### src/rtl/bpred_ftq_pkg.sv
// ============================================================================
// Module      : bpred_ftq_pkg
// Description : Shared types and constants for the fetch target queue.
// Revision    : 1.0 - initial release
// ============================================================================
`default_nettype none

package bpred_ftq_pkg;

   localparam int FTQ_XLEN   = 64;
   localparam int FTQ_CLASSW = 4;

   // Bit positions inside the one-hot class field {call, return, jump, branch}
   localparam int CLS_BRANCH = 0;
   localparam int CLS_JUMP   = 1;
   localparam int CLS_RETURN = 2;
   localparam int CLS_CALL   = 3;

   typedef struct packed {
      logic [FTQ_XLEN-1:0]   pc;
      logic [FTQ_XLEN-1:0]   bta;
      logic [FTQ_CLASSW-1:0] cls;
      logic [1:0]            dir;
   } ftq_entry_t;

endpackage

`default_nettype wire

### src/rtl/bpred_ftq_ptr.sv
// ============================================================================
// Module      : ftq_ptr
// Description : Wrap-bit queue pointer with increment, load and sync reset.
// Revision    : 1.0 - initial release
// ============================================================================
`default_nettype none

module ftq_ptr #(
   parameter int W = 4
) (
   input  logic         clk,
   input  logic         reset,
   input  logic         i_inc,
   input  logic         i_load,
   input  logic [W-1:0] i_load_val,
   output logic [W-1:0] o_ptr
);

   logic [W-1:0] r_ptr;

   // A load (redirect) overrides a same-cycle increment
   always_ff @(posedge clk) begin
      if (reset)
         r_ptr <= '0;
      else if (i_load)
         r_ptr <= i_load_val;
      else if (i_inc)
         r_ptr <= r_ptr + W'(1);
   end

   assign o_ptr = r_ptr;

endmodule

`default_nettype wire

### src/rtl/bpred_ftq.sv
// ============================================================================
// Module      : bpred_ftq
// Description : Fetch target queue between branch predictor and fetch.
// Revision    : 1.0 - initial release
// ============================================================================
`default_nettype none

module bpred_ftq
   import bpred_ftq_pkg::*;
#(
   parameter  int XLEN   = 64,
   parameter  int DEPTH  = 8,
   parameter  int CLASSW = 4,
   localparam int IDXW   = $clog2(DEPTH)
) (
   input  logic              clk,
   input  logic              reset,
   input  logic              EnqValidF,
   output logic              EnqReadyF,
   input  logic [XLEN-1:0]   EnqPCF,
   input  logic [XLEN-1:0]   EnqBTAF,
   input  logic [CLASSW-1:0] EnqClassF,
   input  logic [1:0]        EnqDirF,
   output logic              FetchValidF,
   input  logic              FetchReadyF,
   output logic [XLEN-1:0]   FetchPCF,
   output logic [XLEN-1:0]   FetchBTAF,
   output logic [IDXW-1:0]   FetchIdxF,
   input  logic              RedirectE,
   input  logic [IDXW-1:0]   RedirectIdxE,
   input  logic              CommitM,
   output logic              UpdValidW,
   output logic [XLEN-1:0]   UpdPCW,
   output logic [XLEN-1:0]   UpdBTAW,
   output logic [CLASSW-1:0] UpdClassW,
   output logic [1:0]        UpdDirW,
   output logic [IDXW:0]     CountF,
   output logic              OverflowErr
);

   logic [IDXW:0]   w_e, w_p, w_c;
   logic [IDXW:0]   w_count, w_window, w_redir_ptr;
   logic [IDXW-1:0] w_off;
   logic            w_full, w_empty, w_enq, w_fetch, w_commit, w_redir_ok;
   ftq_entry_t      w_wr;

   ftq_entry_t      r_mem [DEPTH];
   ftq_entry_t      r_upd;
   logic            r_upd_valid;
   logic            r_err;

   assign w_count = w_e - w_c;
   assign w_full  = (w_count == (IDXW+1)'(DEPTH));
   assign w_empty = (w_e == w_c);

   assign EnqReadyF   = ~w_full & ~RedirectE;
   assign w_enq       = EnqValidF & EnqReadyF;
   assign FetchValidF = (w_p != w_e);

   // Locate the redirect tag as an offset from the commit pointer; it is
   // legal only if it falls among the already-fetched entries [C, P).
   assign w_off       = RedirectIdxE - w_c[IDXW-1:0];
   assign w_window    = w_p - w_c;
   assign w_redir_ok  = RedirectE & ({1'b0, w_off} < w_window);
   assign w_redir_ptr = w_c + {1'b0, w_off} + (IDXW+1)'(1);

   assign w_fetch  = FetchValidF & FetchReadyF & ~w_redir_ok;
   assign w_commit = CommitM & ~w_empty;

   ftq_ptr #(.W(IDXW+1)) u_enq_ptr (
      .clk(clk), .reset(reset), .i_inc(w_enq), .i_load(w_redir_ok),
      .i_load_val(w_redir_ptr), .o_ptr(w_e)
   );

   ftq_ptr #(.W(IDXW+1)) u_fetch_ptr (
      .clk(clk), .reset(reset), .i_inc(w_fetch), .i_load(w_redir_ok),
      .i_load_val(w_redir_ptr), .o_ptr(w_p)
   );

   ftq_ptr #(.W(IDXW+1)) u_commit_ptr (
      .clk(clk), .reset(reset), .i_inc(w_commit), .i_load(1'b0),
      .i_load_val('0), .o_ptr(w_c)
   );

   always_comb begin
      w_wr     = '0;
      w_wr.pc  = FTQ_XLEN'(EnqPCF);
      w_wr.bta = FTQ_XLEN'(EnqBTAF);
      w_wr.cls = FTQ_CLASSW'(EnqClassF);
      w_wr.dir = EnqDirF;
   end

   always_ff @(posedge clk) begin
      if (w_enq)
         r_mem[w_e[IDXW-1:0]] <= w_wr;
   end

   always_ff @(posedge clk) begin
      if (w_commit)
         r_upd <= r_mem[w_c[IDXW-1:0]];
   end

   always_ff @(posedge clk) begin
      if (reset) begin
         r_upd_valid <= 1'b0;
         r_err       <= 1'b0;
      end else begin
         r_upd_valid <= w_commit;
         if ((CommitM & w_empty) | (RedirectE & ~w_redir_ok))
            r_err <= 1'b1;
      end
   end

   assign FetchPCF    = r_mem[w_p[IDXW-1:0]].pc[XLEN-1:0];
   assign FetchBTAF   = r_mem[w_p[IDXW-1:0]].bta[XLEN-1:0];
   assign FetchIdxF   = w_p[IDXW-1:0];
   assign UpdValidW   = r_upd_valid;
   assign UpdPCW      = r_upd.pc[XLEN-1:0];
   assign UpdBTAW     = r_upd.bta[XLEN-1:0];
   assign UpdClassW   = r_upd.cls[CLASSW-1:0];
   assign UpdDirW     = r_upd.dir;
   assign CountF      = w_count;
   assign OverflowErr = r_err;

endmodule

`default_nettype wire

### config.mk
export PLATFORM = sky130hd
export DESIGN_NAME = bpred_ftq
export DESIGN_NICKNAME = d
export VERILOG_FILES = /design/src/rtl/bpred_ftq_pkg.sv /design/src/rtl/bpred_ftq_ptr.sv /design/src/rtl/bpred_ftq.sv
export SDC_FILE = /design/constraint.sdc
export NUM_CORES = 1
export LEC_CHECK = 0
export ABC_AREA = 1
export BUFFER_PORTS_ARGS = -buffer_cell sky130_fd_sc_hd__buf_2
export CAP_MARGIN = 20
export CELL_PAD_IN_SITES_DETAIL_PLACEMENT = 1
export CELL_PAD_IN_SITES_GLOBAL_PLACEMENT = 2
export CORE_AREA = 2 2 366 368
export CTS_BUF_LIST = sky130_fd_sc_hd__clkbuf_8
export DETAILED_ROUTE_END_ITERATION = 10
export DIE_AREA = 0 0 368 370
export HOLD_SLACK_MARGIN = 0.12
export PLACE_DENSITY_LB_ADDON = 0.1
export SYNTH_ARGS = -nofsm -noshare
export SYNTH_HDL_FRONTEND = slang
export SYNTH_SLANG_ARGS = --single-unit
export TNS_END_PERCENT = 10
### constraint.sdc
create_clock -name clk -period 18.3 [get_ports clk]
set_clock_uncertainty 0.1 [all_clocks]
set_input_delay 4.575 -clock clk [delete_from_list [all_inputs] [get_ports clk]]
set_output_delay 4.575 -clock clk [all_outputs]
set_load 0.01 [all_outputs]
==> flow_summary.toml, run 1 <==
[synth]
synth_top_cell_by_area = "edfxtp_1"
syn_inst = 5099
synth_edf_count = 1206
async_flop_share_pct = 0
synthTopCellsByArea = "edfxtp_1 65%, o21ai_0 8.7%, a21oi_1 4.7%"
ys_ff_latch = 1223
yosys-top-cells-count = "1206 x edfxtp_1, 960 x o21ai_0, 520 x a21oi_1, 453 x nor2_1, 431 x nand2_1"
synth.most_common_cell = "edfxtp_1"
synth_area_per_cell_sq_um = 10.9
ys.flop_type = "edfxtp_1"
syn_area_sq_um = 55300
yosys.area.top_type_share_pct = 65.5
yosysSeqAreaShare_pct = 66.1
synth_cell_types = 28
yosysWarnings = 0
synthesis.nets = 5261

[placement]
dp_slack_ns = 8.58
dpl.hpwl_mm = 93.6
io_buffers = 415
gp_congestion = 0.753

[detailed_routing]
wl_mm = 175
wl_per_cell_microns = 23.9
drc = 0
drt_iter0_markers = 2756
viasPerCell = 5.65
drtAntennaViolNets = 0
drt_first_pass_iters = 5
num_vias = 41500

[global_routing]
overflow = 0
grt_first_pass_wirelength_mm = 262
grt_max_degree = 178
grt_use_total_pct = 25.3
antenna_found_initial = 40
grt_pass1_vias = 43000

[sta]
tns_ns = 0
period_needed_ns = 9.74
fmax_ghz = 0.103
report.final.slew_viol_count = 0
report.final.hold_viol_count = 0
rsz0062_at_grt = "no"
worst_pin_slew_ns = 1.12
setup_viol_count_final = 0
worst_slack_ns = 8.56
timing.final.crit_share_pct = 53.2
max_slew_margin_pct = 25.7
whs_ns = 0.373

[power]
ir_drop_uv = 89.8
power_density_nw_per_um2 = 150
power_leakage_nw = 21.7

[job]
cap_violations = 0

[cts]
htree_levels = 4
cts_inserted_buffers = 207
clockBufferDepth = 3
cts_hold_buf = 0
insertion_delay_ns = 0.91
postCtsSetupBuffers = 0
clk_pin_slew_ns = 0.07
cts_tree = "done"
cts_root_buf = "clkbuf_8"
clock_sinks = 1223
post_cts_resize_count = 0

[worst_setup_path]
startpoint_type = "flop"
cp-end-kind = "output pin"
required_ns = 13.62
r2r-start = "u_commit_ptr.o_ptr[2]"
crit_fanout = 98
path_class = "flop to output pin"
cp.arrival_ns = 5.06

[status]
status = "completed"

[hold_path]
hold_class = "flop to flop"
hp-start = "OverflowErr"

[cells_and_area]
area_growth_pct = 12.3
final_nets = 5544
drive_gt1_share_pct = 13.4

[floorplan]
chipWidth_microns = 368
dieArea_sq_um = 136000
die-height_microns = 370
core_sq_um = 132000
num_rows = 134
ios = 416
start_util_pct = 41.8
==> critical path, cell delays in order (launching register included) <==
cell,delay [ns]
dfxtp_4,0.82
buf_4,0.62
buf_4,0.87
buf_4,0.81
o21ai_0,0.16
o21ai_0,0.20
nor2_1,0.07
a31oi_1,0.25
buf_2,0.18
==> report_power, final <==
part           switching [W]  total [W]  internal, W
registers           0.000195    0.00372      0.00353
clock network        0.00112    0.00221      0.00110
logic                0.00239    0.00337     0.000980
total                0.00370    0.00930      0.00560
==> area by class of cell <==
type | count | area (sq um)
timing repair buffer | 485 | 2650
inverter | 418 | 1610
fill | 14500 | 70300
multi-input combinational | 3047 | 15400
sequential | 1223 | 36600
tap | 1768 | 2210
antenna | 15 | 37.5
clock inverter | 166 | 728
clock buffer | 212 | 2920
==> per-stage QoR <==
step / util (%) / instances / area [sq um] / total power (W)
floorplan: - / 5099 / 55300 / 0.00587
global placement: 44.1 / 6941 / 58400 / 0.00713
detailed placement: 44.1 / 6941 / 58400 / 0.00718
CTS: 46.9 / 7319 / 62100 / 0.00942
global route: 46.9 / 7328 / 62100 / 0.00988
finish: 46.9 / 7334 / 62100 / 0.00930
==> flip-flops by register name, indices dropped and copies added, names as in the netlist, 2 cells and up, named ones only <==
signal and count:
r_mem 1072, u_commit_ptr.o_ptr 4, u_fetch_ptr.o_ptr 4, UpdClassW 4, UpdPCW 64, u_enq_ptr.o_ptr 4
UpdDirW 2, UpdBTAW 64
==> per-layer routing <==
layer	part of all wire [%]	track usage (%)
met1	43	31.8
met2	49	43.7
met3	5.1	5.23
met4	2.8	8.28
met5	0.13	0
==> final timing paths <==
| kind | depth (start not counted) | to | slack (ns) |
|---|---|---|---|
| setup / recovery | 8 | FetchPCF[1] | 8.56 |
| hold / removal | 1 | OverflowErr | 0.37 |
| setup reg to reg | 9 | r_mem[0][120] | 12.58 |
| hold reg to reg | 1 | OverflowErr | 0.37 |
==> layout by cell type (no fill, tap or decap), drive strengths merged, types with 4 or more instances in the layout <==
master	n
clkinvlp	5
fa	4
inv	493
clkbuf	212
dfxtp	17
o21ai	1056
nand3	22
o211ai	256
edfxtp	1206
buf	485
nor3	4
o22ai	6
ha	15
diode	15
nand2	431
nor2	453
xnor2	7
a21oi	520
a31oi	262
xor2	7
clkinv	84
==> cells by family (layout without fill, tap and decap cells) <==
kind of cell    after synthesis  after routing  share of synthesized area (%)
compound gates             2101           2101                           20.8
flops                      1223           1223                           66.1
simple gates                913            913                           6.27
buf+inv                     829           1281                           6.18
fa+ha+maj                    19             19                          0.484
xor+xnor                     14             14                          0.222
other cells                   0             15                              0
(Power assumes the default switching activity.)
==> run 2: changes to the inputs <==
--- a/config.mk
+++ b/config.mk
@@ -5,15 +5,15 @@
 export SDC_FILE = /design/constraint.sdc
 export NUM_CORES = 1
 export LEC_CHECK = 0
-export ABC_AREA = 1
+export ABC_AREA = 0
 export BUFFER_PORTS_ARGS = -buffer_cell sky130_fd_sc_hd__buf_2
 export CAP_MARGIN = 20
 export CELL_PAD_IN_SITES_DETAIL_PLACEMENT = 1
 export CELL_PAD_IN_SITES_GLOBAL_PLACEMENT = 2
-export CORE_AREA = 2 2 366 368
+export CORE_AREA = 2 2 350 352
 export CTS_BUF_LIST = sky130_fd_sc_hd__clkbuf_8
 export DETAILED_ROUTE_END_ITERATION = 10
-export DIE_AREA = 0 0 368 370
+export DIE_AREA = 0 0 352 354
 export HOLD_SLACK_MARGIN = 0.12
 export PLACE_DENSITY_LB_ADDON = 0.1
 export SYNTH_ARGS = -nofsm -noshare
==> constraint.sdc (replaced) <==
create_clock -name clk -period 8.8 [get_ports clk]
set_clock_uncertainty 0.1 [all_clocks]
set_input_delay 2.2 -clock clk [delete_from_list [all_inputs] [get_ports clk]]
set_output_delay 2.2 -clock clk [all_outputs]
set_load 0.01 [all_outputs]
==> run 2 against run 1 <==
Die area shrank 8.5%. Power grew 93%. Sequential cell count is the same. Largest cell class unchanged.
==> flow_summary.toml, run 2 <==
[floorplan]
ios = 416
start_util_pct = 43.8
die-height_microns = 354
chipWidth_microns = 352
num_rows = 128
core_sq_um = 121000
dieArea_sq_um = 125000

[synth]
syn_area_sq_um = 52900
yosysWarnings = 0
synthTopCellsByArea = "edfxtp_1 68%, mux4_2 22%, nand2_1 2.9%"
async_flop_share_pct = 0
yosys-top-cells-count = "1206 x edfxtp_1, 524 x mux4_2, 406 x nand2_1, 128 x mux2_2, 83 x clkbuf_1"
ys_ff_latch = 1223
syn_inst = 2569
synth_edf_count = 1206
yosys.area.top_type_share_pct = 68.4
ys.flop_type = "edfxtp_1"
synthesis.nets = 2731
synth_top_cell_by_area = "edfxtp_1"
yosysSeqAreaShare_pct = 69.0
synth.most_common_cell = "edfxtp_1"
synth_area_per_cell_sq_um = 20.6
synth_cell_types = 39

[detailed_routing]
drt_iter0_markers = 1734
wl_mm = 143
viasPerCell = 5.67
num_vias = 27600
drc = 0
drtAntennaViolNets = 0
wl_per_cell_microns = 29.3
drt_first_pass_iters = 5

[cells_and_area]
layout.cells.non_filler = 4870
area_growth_pct = 14.4
final_common_cell = "edfxtp_1"
largest_register_ffs = 1072
final_cell_mix = "1206 x edfxtp_1, 524 x mux4_2, 415 x buf_2"
multi_input_area_sq_um = 15700
drive_gt1_share_pct = 42.6
final_nets = 3236
register_area_sq_um = 36600
final.fill_count = 11000

[sta]
report.final.hold_viol_count = 0
worst_slack_ns = 2.67
whs_ns = 0.392
max_slew_margin_pct = 27.2
timing.final.crit_share_pct = 69.6
period_needed_ns = 6.13
fmax_ghz = 0.163
setup_viol_count_final = 0
rsz0062_at_grt = "no"
report.final.slew_viol_count = 0
worst_pin_slew_ns = 1.09

[global_routing]
grt_first_pass_wirelength_mm = 211
grt_pass1_vias = 31500
grt_max_degree = 140
grt_use_total_pct = 23.3
antenna_found_initial = 34
overflow = 0

[placement]
dp_slack_ns = 3.53
dpl.hpwl_mm = 79.0
io_buffers = 415
gp_congestion = 0.733
placed_cells = 4492

[cts]
clock_sinks = 1223
htree_levels = 4
clk_pin_slew_ns = 0.06
clockBufferDepth = 3
cts_inserted_buffers = 204
post_cts_resize_count = 0
cts_root_buf = "clkbuf_8"
postCtsSetupBuffers = 0
insertion_delay_ns = 0.91
cts_tree = "done"
cts_hold_buf = 0

[worst_setup_path]
r2r-start = "u_commit_ptr.o_ptr[0]"
slowest_stage = "dfxtp_4"
required_ns = 6.50
rr_endpoint = "r_mem[2][82]"
cp_num_buf_inv = 2
crit_fanout = 60
crit_family = "buffers and inverters"
cp-end-kind = "output pin"
reg2regPathDepth = 9
cp.arrival_ns = 3.83
path_cells = "buf_4 -> mux4_2 -> mux2_2 -> buf_2"
regToRegSetupSlack_ns = 4.06
startpoint_type = "flop"
path_class = "flop to output pin"
slowest_delay_ns = 1.04

[hold_path]
whs_path_depth = 2
hold_class = "flop to flop"
hold_path_end = "OverflowErr"
hp-start = "OverflowErr"

[job]
cap_violations = 0

[power]
power_leakage_nw = 20.0
power_density_nw_per_um2 = 297
ir_drop_uv = 205

[status]
status = "completed"
[run 2: layout make-up]
class	count	share of cell area (%)
multi-input combinational	1161	25.9
clock buffer	208	4.73
timing repair buffer	469	4.26
inverter	15	0.101
antenna	9	0.0372
tap	1625	3.36
sequential	1223	60.4
clock inverter	160	1.22
[run 2: layer usage]
layer | part of all wire [%] | vias to the layer above | GRT usage [%]
met4 | 2.4 | 28 | 7.53
met1 | 39 | 14900 | 28.4
li1 | - | 11700 | -
met2 | 52 | 715 | 40.3
met5 | 0.13 | - | 0
met3 | 6.2 | 238 | 6.23
[run 2: worst reg2reg max path: cells and delay by family, from the launching register on]
family,cells,cell delay (ns)
AO/OA/AOI/OAI,1,0.62
XOR/XNOR,1,0.20
adder cells (fa/ha/maj),2,0.68
buffers and inverters,3,1.49
flip-flops,1,0.83
AND/OR/NAND/NOR,2,0.42
[run 2: through the flow]
stage | instance area [sq um] | setup TNS [ns] | total power (W) | util, %
detailed placement | 56900 | 0 | 0.0137 | 47.1
global route | 60600 | 0 | 0.0189 | 50.1
finish | 60600 | 0 | 0.0180 | 50.1
floorplan | 53000 | -2302.12 | 0.0116 | -
CTS | 60500 | 0 | 0.0183 | 50.1
global placement | 56900 | 0 | 0.0136 | 47.1
[run 2: cell families after synthesis]
| group | after synthesis | share of synthesized area (%) |
|---|---|---|
| flip-flops | 1223 | 69.0 |
| adder cells (fa/ha/maj) | 19 | 0.506 |
| AND/OR/NAND/NOR | 437 | 3.22 |
| AO/OA/AOI/OAI | 27 | 0.307 |
| XOR/XNOR | 23 | 0.380 |
| multiplexers | 655 | 25.1 |
| buffers and inverters | 185 | 1.48 |
[run 2: worst max-delay path by stage]
| stage | start | endpoint | slack [ns] | cells after the start |
|---|---|---|---|---|
| final | flop | FetchPCF[26] | 2.67 | 4 |
| after CTS | flop | FetchPCF[54] | 2.51 | 4 |
| after floorplan | u_commit_ptr.o_ptr[1] | r_mem[3][0] | -3.88 | 10 |
| after global placement | EnqValidF | r_mem[2][2] | 3.56 | 6 |
| after global routing | flop | FetchBTAF[62] | 2.45 | 4 |
| after detailed placement | flop | FetchPCF[54] | 3.53 | 4 |
[run 2: power breakdown]
group	switching (W)	internal (W)	total, W
registers	0.000448	0.00723	0.00768
clock network	0.00228	0.00224	0.00452
logic	0.00305	0.00272	0.00576
